===== src/rtl/branch_resolver_if.sv =====
// Execute-stage branch bus: ID/EX branch operands in, fetch redirect and flush control out.
interface branch_resolver_if #(
  parameter int PC_W  = 16,
  parameter int CNT_W = 8
);
  logic             br_valid;
  logic [1:0]       br_op;
  logic [1:0]       cmp_result;
  logic [PC_W-1:0]  pc;
  logic [PC_W-1:0]  offset;
  logic             stall;
  logic             redirect;
  logic [PC_W-1:0]  target;
  logic             flush;
  logic             busy;
  logic [CNT_W-1:0] taken_count;

  modport master (
    output br_valid, br_op, cmp_result, pc, offset, stall,
    input  redirect, target, flush, busy, taken_count
  );

  modport slave (
    input  br_valid, br_op, cmp_result, pc, offset, stall,
    output redirect, target, flush, busy, taken_count
  );
endinterface


===== src/rtl/branch_resolver.sv =====
// Resolves branches from the comparator result: one-cycle redirect pulse, a fixed-length
// flush window, and a saturating taken-branch counter. All outputs come from registers.
module branch_resolver #(
  parameter int PC_W         = 16,
  parameter int FLUSH_CYCLES = 2,
  parameter int CNT_W        = 8
) (
  input logic               clk,
  input logic               rst,
  branch_resolver_if.slave  bus
);
  localparam int FCNT_W = 4;
  localparam logic [FCNT_W-1:0]      FCNT_INIT = FCNT_W'(FLUSH_CYCLES - 1);
  localparam logic signed [PC_W-1:0] ONE_S     = PC_W'(1);

  typedef enum logic {IDLE, FLUSH} state_t;

  state_t                  r_state, w_state_nxt;
  logic [FCNT_W-1:0]       r_fcnt, w_fcnt_nxt;
  logic                    r_redirect_p1, w_redirect_p0;
  logic [PC_W-1:0]         r_target_p1, w_target_p0;
  logic [CNT_W-1:0]        r_cnt, w_cnt_nxt;
  logic signed [PC_W-1:0]  w_pc_s, w_off_s, w_sum_s;

  function automatic logic branch_taken(input logic [1:0] op, input logic [1:0] cmp);
    case (op)
      2'b00:   return cmp == 2'b00;
      2'b01:   return cmp == 2'b01;
      2'b10:   return cmp == 2'b10;
      default: return 1'b1;
    endcase
  endfunction

  function automatic logic [CNT_W-1:0] sat_inc(input logic [CNT_W-1:0] v);
    return (&v) ? v : v + 1'b1;
  endfunction

  // Target wraps modulo 2^PC_W; the signed view only documents that offset is two's complement.
  assign w_pc_s  = $signed(bus.pc);
  assign w_off_s = $signed(bus.offset);
  assign w_sum_s = w_pc_s + w_off_s + ONE_S;

  always_comb begin
    w_state_nxt   = r_state;
    w_fcnt_nxt    = r_fcnt;
    w_redirect_p0 = 1'b0;
    w_target_p0   = r_target_p1;
    w_cnt_nxt     = r_cnt;
    case (r_state)
      IDLE: begin
        if (bus.br_valid && !bus.stall && branch_taken(bus.br_op, bus.cmp_result)) begin
          w_redirect_p0 = 1'b1;
          w_target_p0   = $unsigned(w_sum_s);
          w_state_nxt   = FLUSH;
          w_fcnt_nxt    = FCNT_INIT;
          w_cnt_nxt     = sat_inc(r_cnt);
        end
      end
      FLUSH: begin
        // br_valid is ignored here: that instruction is being squashed
        if (r_fcnt == '0) begin
          w_state_nxt = IDLE;
        end else begin
          w_fcnt_nxt = r_fcnt - 1'b1;
        end
      end
    endcase
  end

  // ---- stage p0 -> p1: resolution results registered ----
  always_ff @(posedge clk) begin
    if (rst) begin
      r_state       <= IDLE;
      r_fcnt        <= '0;
      r_redirect_p1 <= 1'b0;
      r_target_p1   <= '0;
      r_cnt         <= '0;
    end else begin
      r_state       <= w_state_nxt;
      r_fcnt        <= w_fcnt_nxt;
      r_redirect_p1 <= w_redirect_p0;
      r_target_p1   <= w_target_p0;
      r_cnt         <= w_cnt_nxt;
    end
  end

  assign bus.redirect    = r_redirect_p1;
  assign bus.target      = r_target_p1;
  assign bus.flush       = (r_state == FLUSH);
  assign bus.busy        = (r_state == FLUSH);
  assign bus.taken_count = r_cnt;
endmodule


===== src/flat_wrapper.sv =====
// flat-port wrapper written by rule: the top's interface ports become plain ports
module branch_resolver_flat 
#(
  parameter int PC_W         = 16,
  parameter int FLUSH_CYCLES = 2,
  parameter int CNT_W        = 8
)
  (clk, rst, bus_br_valid, bus_br_op, bus_cmp_result, bus_pc, bus_offset, bus_stall, bus_redirect, bus_target, bus_flush, bus_busy, bus_taken_count);
  branch_resolver_if #(.PC_W(PC_W), .CNT_W(CNT_W)) bus_i ();
  input logic clk;
  input logic rst;
  input wire logic [$bits(bus_i.br_valid)-1:0] bus_br_valid;
  input wire logic [$bits(bus_i.br_op)-1:0] bus_br_op;
  input wire logic [$bits(bus_i.cmp_result)-1:0] bus_cmp_result;
  input wire logic [$bits(bus_i.pc)-1:0] bus_pc;
  input wire logic [$bits(bus_i.offset)-1:0] bus_offset;
  input wire logic [$bits(bus_i.stall)-1:0] bus_stall;
  output wire logic [$bits(bus_i.redirect)-1:0] bus_redirect;
  output wire logic [$bits(bus_i.target)-1:0] bus_target;
  output wire logic [$bits(bus_i.flush)-1:0] bus_flush;
  output wire logic [$bits(bus_i.busy)-1:0] bus_busy;
  output wire logic [$bits(bus_i.taken_count)-1:0] bus_taken_count;
  assign bus_i.br_valid = bus_br_valid;
  assign bus_i.br_op = bus_br_op;
  assign bus_i.cmp_result = bus_cmp_result;
  assign bus_i.pc = bus_pc;
  assign bus_i.offset = bus_offset;
  assign bus_i.stall = bus_stall;
  assign bus_redirect = bus_i.redirect;
  assign bus_target = bus_i.target;
  assign bus_flush = bus_i.flush;
  assign bus_busy = bus_i.busy;
  assign bus_taken_count = bus_i.taken_count;
  branch_resolver #(.PC_W(PC_W), .FLUSH_CYCLES(FLUSH_CYCLES), .CNT_W(CNT_W)) u_core (.clk(clk), .rst(rst), .bus(bus_i));
endmodule

===== config.mk =====
export PLATFORM = sky130hd
export DESIGN_NAME = branch_resolver_flat
export DESIGN_NICKNAME = d
export VERILOG_FILES = /design/src/rtl/branch_resolver_if.sv /design/src/rtl/branch_resolver.sv /design/src/flat_wrapper.sv
export SDC_FILE = /design/constraint.sdc
export NUM_CORES = 1
export LEC_CHECK = 0
export CAP_MARGIN = 20
export CORE_ASPECT_RATIO = 2
export CORE_MARGIN = 10
export CORE_UTILIZATION = 55
export CTS_CLUSTER_DIAMETER = 120
export CTS_CLUSTER_SIZE = 10
export DETAILED_ROUTE_END_ITERATION = 16
export DONT_BUFFER_PORTS = 1
export GPL_ROUTABILITY_DRIVEN = 0
export PLACE_DENSITY_LB_ADDON = 0.15
export SLEW_MARGIN = 15
export SYNTH_ARGS = -nofsm -noshare
export SYNTH_HDL_FRONTEND = slang
export SYNTH_SLANG_ARGS = --single-unit
export TNS_END_PERCENT = 1

===== constraint.sdc =====
create_clock -name clk -period 5.3 [get_ports clk]
set_input_delay 1.59 -clock clk [delete_from_list [all_inputs] [get_ports clk]]
set_output_delay 1.59 -clock clk [all_outputs]
set_load 0.01 [all_outputs]

==> impl_metrics.py, run 1 <==
metrics = {
    "logic_synthesis": {
        "syn_inst": 261,
        "synthTopCellsByCount": "nand2_1, a21oi_1, dfxtp_1",
        "synth_area_leaders": "dfxtp_1, ha_1, a21oi_1, nand2_1, nor2_1",
        "yosys.area.top_type": "dfxtp_1",
        "yosys_warnings": 0,
        "synth_most_common_cell": "nand2_1",
        "syn_area_um2": 2080,
        "synth_seq_area_share": 0.289,
        "asyncSetResetFlopFracSynth": 0,
        "avgSynthCellArea_um2": 7.97,
        "synth_cell_types": 54,
        "synthesis.nets": 322,
        "synth-seq-cells": 30,
        "synth_ff_type": "dfxtp_1",
        "synth_edf_count": 0,
        "synth.top_cell.area_share": 0.289,
    },
    "timing": {
        "maxSlewHeadroom": 0.482,
        "final_max_slew_viol_count": 0,
        "period_share": 0.621,
        "max_freq_mhz": 304,
        "fin_skew_ps": 3.80,
        "fin_setup_tns_ps": 0,
        "final-setup-viol-count": 0,
        "rsz0062_at_grt": "false",
        "final.min_clock_period_ps": 3290,
        "finalHoldViolCount": 0,
        "tightest_slew_ps": 777,
    },
    "floorplanning": {
        "io_pins": 67,
        "die_w_um": 63.5,
        "fp.coreArea_um2": 3650,
        "start_util": 0.571,
        "die_height_um": 107,
        "dieArea_um2": 6790,
        "core.rowCount": 31,
    },
    "worst_setup_path": {
        "r2r_slack_ps": 3330,
        "cp_num_cells": 10,
        "cpMostUsedCell": "inv_1",
        "crit_start": "bus_offset[0]",
        "reg2reg_depth": 4,
        "slowest_delay_ps": 450,
        "crit_path_end": "u_core.bus.target[14]$_SDFFE_PP0P_",
        "end_kind": "register",
        "critPathBufInv": 2,
        "critical_path.cell_chain": "inv_1, ha_1, inv_1, fa_1, a21o_1, a221oi_2, o21ai_2, nand3_2, mux2i_1, o211ai_1",
        "arrival_ps": 3440,
        "cp.required_ps": 5450,
        "worstPathMaxFanout": 3,
        "cpMaxStageDelayCell": "a221oi_2",
        "rr_startpoint": "u_core.bus.busy$_SDFF_PP0_",
        "r2r_end": "u_core.bus.target[8]$_SDFFE_PP0P_",
        "critPathKind": "in2reg",
        "crit_family": "compound AO/OA/AOI/OAI gates",
        "startpoint_type": "input pin",
    },
    "cells_and_area": {
        "syn_to_final_growth_pct": 4.21,
        "final_cell_area_um2": 2170,
        "nets": 318,
        "drive_above_1_share": 0.0814,
        "fill_cells": 389,
        "antenna_cells": 0,
    },
    "clocking": {
        "cts_max_path_buffers": 2,
        "h-tree-depth": 2,
        "tritoncts": "yes",
        "clkTransAtPathRegs_ps": 60,
        "clkLatencyLatePin_ps": 280,
        "cts_made_buffers": 5,
        "postCtsSetupRepairBufs": 0,
        "cts-hold-fix-buffers": 0,
        "ctsResizeCount": 0,
        "cts_sinks": 30,
        "cts_root_buf": "clkbuf_8",
    },
    "placement": {
        "placed_area_um2": 2080,
        "port_buffers": 0,
        "post-dp-hpwl_mm": 4.02,
    },
    "grt": {
        "grt_pass1_vias": 1806,
        "antenna_found_initial": 0,
        "grt-ovfl-total": 0,
        "grt_usage": 0.142,
        "grt_pass1_wl_mm": 8.04,
        "grt_max_degree": 34,
    },
    "route": {
        "vias": 1786,
        "drtPass1Iterations": 4,
        "ant_nets": 0,
        "via_per_inst": 5.82,
        "totalWireLength_mm": 4.96,
        "drc": 0,
        "drt-wirelength-per-cell_um": 16.2,
        "drtIter0Drc": 48,
    },
    "job": {
        "drv_cap": 0,
    },
    "power": {
        "power.leakage_uw": 0.000825,
        "power.density_nw_per_um2": 251,
        "vdd_drop_max_mv": 0.149,
    },
    "hold_path": {
        "hold_class": "reg2reg",
    },
    "outcome": {
        "outcome": "finished, final reports clean",
    },
}
## cell usage in the layout (no fill, tap or decap), types with 4 or more instances in the layout
master | synthesis | layout
and3_1 | 4 | 4
a211oi_1 | 4 | 4
nor3_1 | 7 | 7
nand2_1 | 40 | 40
a31oi_1 | 4 | 4
o21ai_0 | 10 | 10
dfxtp_1 | 30 | 30
ha_1 | 20 | 20
clkbuf_8 | 0 | 6
nand3_1 | 7 | 7
a21oi_1 | 30 | 30
inv_1 | 12 | 12
nor2_1 | 21 | 21
xnor2_1 | 9 | 9
nand4_1 | 4 | 4
xor2_1 | 4 | 4
## per-layer routing
metal | track usage | up-vias | wire [um]
met1 | 0.129 | 809 | 1810
met3 | 0.0490 | 9 | 359
met4 | 0.0723 | 0 | 112
met5 | 0 | - | 0
met2 | 0.267 | 43 | 2680
li1 | - | 925 | -
## cell families (layout without fill, tap and decap cells)
family          count (synthesis)  count (layout)  share of synthesized area
mux                             1               1                    0.00481
flops                          30              30                      0.289
fa+ha+maj                      21              21                      0.130
xor+xnor                       13              13                     0.0547
simple gates                  100             100                      0.235
compound gates                 72              72                      0.230
buf+inv                        24              21                     0.0565
## registers in the layout, indices dropped and copies added (netlist names)
register / cells
u_core.bus.busy: 1
u_core.bus.redirect: 1
u_core.bus.taken_count: 8
u_core.bus.target: 16
u_core.r_fcnt: 4
## final cells by class
class / instances / area [um2] / area share
clock inverters: 1 / 5.00 / 0.00231
multi-input cells: 207 / 1360 / 0.628
inverters: 12 / 45.0 / 0.0208
flip-flops and latches: 30 / 601 / 0.277
clock buffers: 7 / 86.3 / 0.0398
well taps: 49 / 61.3 / 0.0283
repair buffers: 1 / 7.51 / 0.00346
## through the flow
stage | power (uW) | worst slack (ps) | hold slack (ps) | instances | util
2_1_floorplan | 344 | 1930 | 461 | 261 | -
3_3_place_gp | 359 | 1800 | 479 | 299 | 0.570
3_5_place_dp | 361 | 1710 | 486 | 299 | 0.570
4_1_cts | 549 | 2000 | 495 | 307 | 0.595
5_1_grt | 571 | 1920 | 538 | 307 | 0.595
6_report | 543 | 2010 | 491 | 307 | 0.595
## how the worst min path moves through the flow
stage | endpoint | cells past startpoint | startpoint | slack (ps)
after floorplan | u_core.r_fcnt[0]$_SDFFE_PP0P_ | 1 | u_core.r_fcnt[0]$_SDFFE_PP0P_ | 460
after global placement | u_core.r_fcnt[0]$_SDFFE_PP0P_ | 1 | u_core.r_fcnt[0]$_SDFFE_PP0P_ | 480
after detailed placement | u_core.r_fcnt[0]$_SDFFE_PP0P_ | 1 | u_core.r_fcnt[0]$_SDFFE_PP0P_ | 490
after CTS | u_core.r_fcnt[0]$_SDFFE_PP0P_ | 1 | u_core.r_fcnt[0]$_SDFFE_PP0P_ | 490
after global routing | u_core.bus.target[3]$_SDFFE_PP0P_ | 2 | u_core.bus.target[3]$_SDFFE_PP0P_ | 540
final | u_core.r_fcnt[0]$_SDFFE_PP0P_ | 1 | u_core.r_fcnt[0]$_SDFFE_PP0P_ | 490
## where the power goes
| group | switching (uW) | internal, uW | leakage, uW | total, uW |
|---|---|---|---|---|
| combinational | 65.5 | 46.5 | 0.000534 | 112 |
| sequential | 9.82 | 233 | 0.000243 | 243 |
| clock | 84.1 | 105 | 0.0000482 | 189 |
| total | 159 | 384 | 0.000825 | 543 |
(Power assumes the default switching activity.)
==> run 2: changes to the inputs <==
==> constraint.sdc (replaced) <==
create_clock -name clk -period 3.4 [get_ports clk]
set_input_delay 1.02 -clock clk [delete_from_list [all_inputs] [get_ports clk]]
set_output_delay 1.02 -clock clk [all_outputs]
set_load 0.01 [all_outputs]
==> run 2 against run 1 <==
Against the previous run:
- register-to-register slack lost 1900 ps
- power grew 56%
- largest cell class unchanged
- clock power grew 57%
- clock-buffer cell count is the same
- cell count is the same
- worst setup slack lost 1300 ps
- hold slack gained 8.3 ps
- global-route usage grew 0.35 points
- sequential power grew 56%
- combinational power grew 55%
- die area is the same
==> impl_metrics.py, run 2 (same netlist as run 1, synthesis figures left out) <==
metrics = {
    "timing": {
        "final_max_slew_viol_count": 0,
        "final-setup-viol-count": 0,
        "fin_setup_tns_ps": 0,
        "tightest_slew_ps": 774,
        "fin_hold_ws_ps": 500,
        "final.min_clock_period_ps": 2670,
        "period_share": 0.785,
        "rsz0062_at_grt": "false",
        "finalHoldViolCount": 0,
        "fin_skew_ps": 3.13,
        "max_freq_mhz": 375,
        "maxSlewHeadroom": 0.484,
    },
    "clocking": {
        "postCtsSetupRepairBufs": 0,
        "cts_made_buffers": 5,
        "clkTransAtPathRegs_ps": 60,
        "cts_sinks": 30,
        "tritoncts": "yes",
        "cts-hold-fix-buffers": 0,
        "ctsResizeCount": 0,
        "clkLatencyLatePin_ps": 280,
        "h-tree-depth": 2,
        "cts_max_path_buffers": 2,
        "cts_root_buf": "clkbuf_8",
    },
    "cells_and_area": {
        "fill_cells": 384,
        "largest_register_ffs": 16,
        "final_common_cell": "nand2_1",
        "fin_util": 0.595,
        "syn_to_final_growth_pct": 4.21,
        "layout_common_cells": "nand2_1, a21oi_1, dfxtp_1, nor2_1, ha_1",
        "drive_above_1_share": 0.0814,
        "antenna_cells": 0,
        "layoutNonFillerInstCount": 307,
        "final_cell_area_um2": 2170,
        "nets": 318,
    },
    "floorplanning": {
        "die_height_um": 107,
        "dieArea_um2": 6790,
        "start_util": 0.571,
        "io_pins": 67,
        "fp.coreArea_um2": 3650,
        "core.rowCount": 31,
        "die_w_um": 63.5,
    },
    "worst_setup_path": {
        "critPathBufInv": 2,
        "reg2reg_depth": 4,
        "slowest_delay_ps": 410,
        "r2r_end": "u_core.bus.taken_count[6]$_SDFFE_PP0P_",
        "r2r_slack_ps": 1410,
        "end_kind": "register",
        "cp.required_ps": 3560,
        "worstPathMaxFanout": 3,
        "arrival_ps": 2820,
        "startpoint_type": "input pin",
        "crit_family": "compound AO/OA/AOI/OAI gates",
        "critical_path.cell_chain": "inv_1, ha_1, inv_1, fa_1, a21o_1, a221oi_2, o21ai_2, nand3_2, mux2i_1, o211ai_1",
        "crit_start": "bus_offset[0]",
        "cpMostUsedCell": "inv_1",
        "rr_startpoint": "u_core.bus.busy$_SDFF_PP0_",
        "critPathKind": "in2reg",
        "cpMaxStageDelayCell": "fa_1",
    },
    "grt": {
        "grt-ovfl-total": 0,
        "antenna_found_initial": 0,
        "grt_pass1_vias": 1797,
        "grt_usage": 0.146,
        "grt_max_degree": 34,
        "grt_pass1_wl_mm": 8.16,
    },
    "hold_path": {
        "hold_start": "u_core.r_fcnt[0]$_SDFFE_PP0P_",
        "hold_class": "reg2reg",
        "hold_depth": 1,
        "hold_end": "u_core.r_fcnt[0]$_SDFFE_PP0P_",
    },
    "route": {
        "totalWireLength_mm": 5.05,
        "drtIter0Drc": 58,
        "vias": 1804,
        "drt-wirelength-per-cell_um": 16.5,
        "ant_nets": 0,
        "drc": 0,
        "drtPass1Iterations": 4,
        "via_per_inst": 5.88,
    },
    "placement": {
        "dpl.cell_count": 299,
        "port_buffers": 0,
        "post-dp-hpwl_mm": 4.02,
        "placed_area_um2": 2080,
    },
    "power": {
        "power_frac_comb": 0.205,
        "seq_power_share": 0.446,
        "switching_share": 0.294,
        "vdd_drop_max_mv": 0.238,
        "p_sw_uw": 250,
        "power.density_nw_per_um2": 391,
        "power_frac_clock": 0.348,
        "internal_power_uw": 599,
        "power.leakage_uw": 0.000825,
    },
    "outcome": {
        "outcome": "finished, final reports clean",
    },
    "job": {
        "drv_cap": 0,
    },
}
==> run 2: metal layers <==
metal | part of all wire | up-vias | track usage
met3 | 0.052 | 9 | 0.0365
met5 | 0 | - | 0
met4 | 0.024 | 0 | 0.0723
met2 | 0.55 | 48 | 0.277
met1 | 0.37 | 822 | 0.138
li1 | - | 925 | -
==> run 2: per-stage QoR <==
step                power [uW]  setup WS [ps]
floorplan                  537            602
global placement           559            488
detailed placement         561            418
CTS                        858            721
global route               896            585
finish                     848            732
==> run 2: worst max path at each step <==
stage | end | slack (ps) | cells past startpoint
after CTS | u_core.bus.target[14]$_SDFFE_PP0P_ | 720 | 10
after detailed placement | u_core.bus.target[14]$_SDFFE_PP0P_ | 420 | 10
after global routing | u_core.bus.target[8]$_SDFFE_PP0P_ | 590 | 7
after floorplan | u_core.bus.target[14]$_SDFFE_PP0P_ | 600 | 10
after global placement | u_core.bus.target[14]$_SDFFE_PP0P_ | 490 | 10
final | u_core.bus.target[14]$_SDFFE_PP0P_ | 730 | 10
==> run 2: power groups by stage <==
stage / Clock (uW) / Combinational (uW) / Sequential, uW
2_1_floorplan: 0 / 154 / 383
3_3_place_gp: 0 / 172 / 387
3_5_place_dp: 0 / 174 / 387
4_1_cts: 304 / 175 / 379
5_1_grt: 319 / 196 / 380
6_report: 296 / 174 / 379
==> run 2: area by class of cell <==
class / count / area (um2) / share of cell area
Inverter: 12 / 45.0 / 0.0208
Multi-Input combinational cell: 207 / 1360 / 0.628
Sequential cell: 30 / 601 / 0.277
Timing Repair Buffer: 1 / 7.51 / 0.00346
Clock inverter: 1 / 5.00 / 0.00231
Clock buffer: 7 / 86.3 / 0.0398
Tap cell: 49 / 61.3 / 0.0283
==> run 3: changes to the inputs <==
==> constraint.sdc (replaced) <==
create_clock -name clk -period 2.25 [get_ports clk]
set_input_delay 0.675 -clock clk [delete_from_list [all_inputs] [get_ports clk]]
set_output_delay 0.675 -clock clk [all_outputs]
set_load 0.01 [all_outputs]
==> run 3 against run 2 <==
Against the previous run:
- power up 68%
- global-route usage increased by 0.54 points
- sequential cell count is the same
- core utilization grew 5.9 points
- die area unchanged
- clock skew increased by 5.7 ps
- critical endpoint unchanged
- largest cell class unchanged
==> impl_metrics.py, run 3 (same netlist as run 1, synthesis figures left out) <==
metrics = {
    "route": {
        "drtPass1Iterations": 4,
        "vias": 1897,
        "ant_nets": 0,
        "via_per_inst": 5.84,
        "totalWireLength_mm": 5.14,
        "drc": 0,
        "drtIter0Drc": 68,
        "drt-wirelength-per-cell_um": 15.8,
    },
    "cells_and_area": {
        "final_common_cell": "nand2_1",
        "largest_register_ffs": 16,
        "fill_cells": 361,
        "nets": 336,
        "antenna_cells": 0,
        "drive_above_1_share": 0.163,
        "fin_util": 0.653,
        "syn_to_final_growth_pct": 14.5,
        "layout_common_cells": "nand2_1, a21oi_1, dfxtp_1, nor2_1, ha_1",
    },
    "placement": {
        "port_buffers": 0,
        "post-dp-hpwl_mm": 4.22,
        "place_ws_ps": -129,
    },
    "clocking": {
        "postCtsSetupRepairBufs": 0,
        "cts-hold-fix-buffers": 0,
        "tritoncts": "yes",
        "clkLatencyLatePin_ps": 280,
        "clkTransAtPathRegs_ps": 70,
        "h-tree-depth": 2,
        "cts_sinks": 30,
        "ctsResizeCount": 0,
        "cts_max_path_buffers": 2,
        "cts_made_buffers": 5,
        "cts_root_buf": "clkbuf_8",
    },
    "timing": {
        "fin_hold_ws_ps": 457,
        "tightest_slew_ps": 422,
        "final.min_clock_period_ps": 2080,
        "maxSlewHeadroom": 0.715,
        "setup_ws_ps": 168,
        "final-setup-viol-count": 0,
        "final_max_slew_viol_count": 0,
        "period_share": 0.925,
        "finalHoldViolCount": 0,
        "max_freq_mhz": 480,
        "rsz0062_at_grt": "false",
        "fin_skew_ps": 8.87,
    },
    "worst_setup_path": {
        "arrival_ps": 2250,
        "end_kind": "register",
        "critical_path.cell_chain": "inv_12, ha_4, inv_2, fa_2, a21o_1, a221oi_4, o21ai_2, nand3_2, mux2i_1, o211ai_1",
        "slowest_delay_ps": 360,
        "startpoint_type": "input pin",
        "cpMaxStageDelayCell": "a221oi_4",
        "critPathKind": "in2reg",
        "cp.required_ps": 2420,
        "worstPathMaxFanout": 3,
    },
    "power": {
        "power.density_nw_per_um2": 598,
        "vdd_drop_max_mv": 0.490,
        "power.leakage_uw": 0.000921,
    },
    "floorplanning": {
        "io_pins": 67,
        "die_w_um": 63.5,
        "start_util": 0.571,
        "die_height_um": 107,
        "dieArea_um2": 6790,
        "fp.coreArea_um2": 3650,
        "core.rowCount": 31,
    },
    "grt": {
        "grt_usage": 0.151,
        "grt_max_degree": 32,
        "grt_pass1_wl_mm": 8.54,
        "grt_pass1_vias": 1912,
        "grt-ovfl-total": 0,
        "antenna_found_initial": 0,
    },
    "hold_path": {
        "hold_class": "in2reg",
    },
    "job": {
        "drv_cap": 0,
    },
    "outcome": {
        "outcome": "finished, final reports clean",
    },
}
run 3: critical path: cells and delay by family:
family / cells / cell delay (ps)
AO/OA/AOI/OAI: 4 / 790
adder cells (fa/ha/maj): 2 / 470
multiplexers: 1 / 180
AND/OR/NAND/NOR: 1 / 80
buffers and inverters: 2 / 60
run 3: final cells by class:
cell class	count	area [um2]	share of cell area
flip-flops and latches	30	601	0.252
well taps	49	61.3	0.0257
clock inverters	3	45.0	0.0189
multi-input cells	207	1390	0.583
repair buffers	19	155	0.0651
clock buffers	5	68.8	0.0289
inverters	12	62.6	0.0263
run 3: metal layers:
metal	part of all wire	vias to the layer above	GRT usage
met5	0	-	0
met4	0.024	0	0.0645
met3	0.060	10	0.0386
met2	0.55	50	0.293
met1	0.36	874	0.142
li1	-	963	-
run 3: worst paths after layout:
check | from | to | slack (ps) | cells after the start
setup / recovery | bus_pc[0] | u_core.bus.target[14]$_SDFFE_PP0P_ | 170 | 10
hold / removal | rst | u_core.bus.target[12]$_SDFFE_PP0P_ | 460 | 1
setup reg to reg | u_core.bus.busy$_SDFF_PP0_ | u_core.bus.taken_count[4]$_SDFFE_PP0P_ | 570 | 6
hold reg to reg | u_core.bus.target[10]$_SDFFE_PP0P_ | u_core.bus.target[10]$_SDFFE_PP0P_ | 510 | 2
run 3: per-stage QoR:
step	cell area [um2]	std cells	total power, uW	setup TNS (ps)
after detailed placement	2270	317	902	-288
after floorplan	2120	261	820	-48.4
after CTS	2380	325	1440	0
after global routing	2380	325	1500	0
after global placement	2270	317	895	-121
final	2380	325	1430	0
run 3: report_power, final:
part	internal, uW	leakage [uW]	switching [uW]	total (uW)
Sequential	549	0.000243	23.4	572
Combinational	147	0.000628	168	315
Clock	329	0.0000504	208	537
Total	1030	0.000921	400	1430
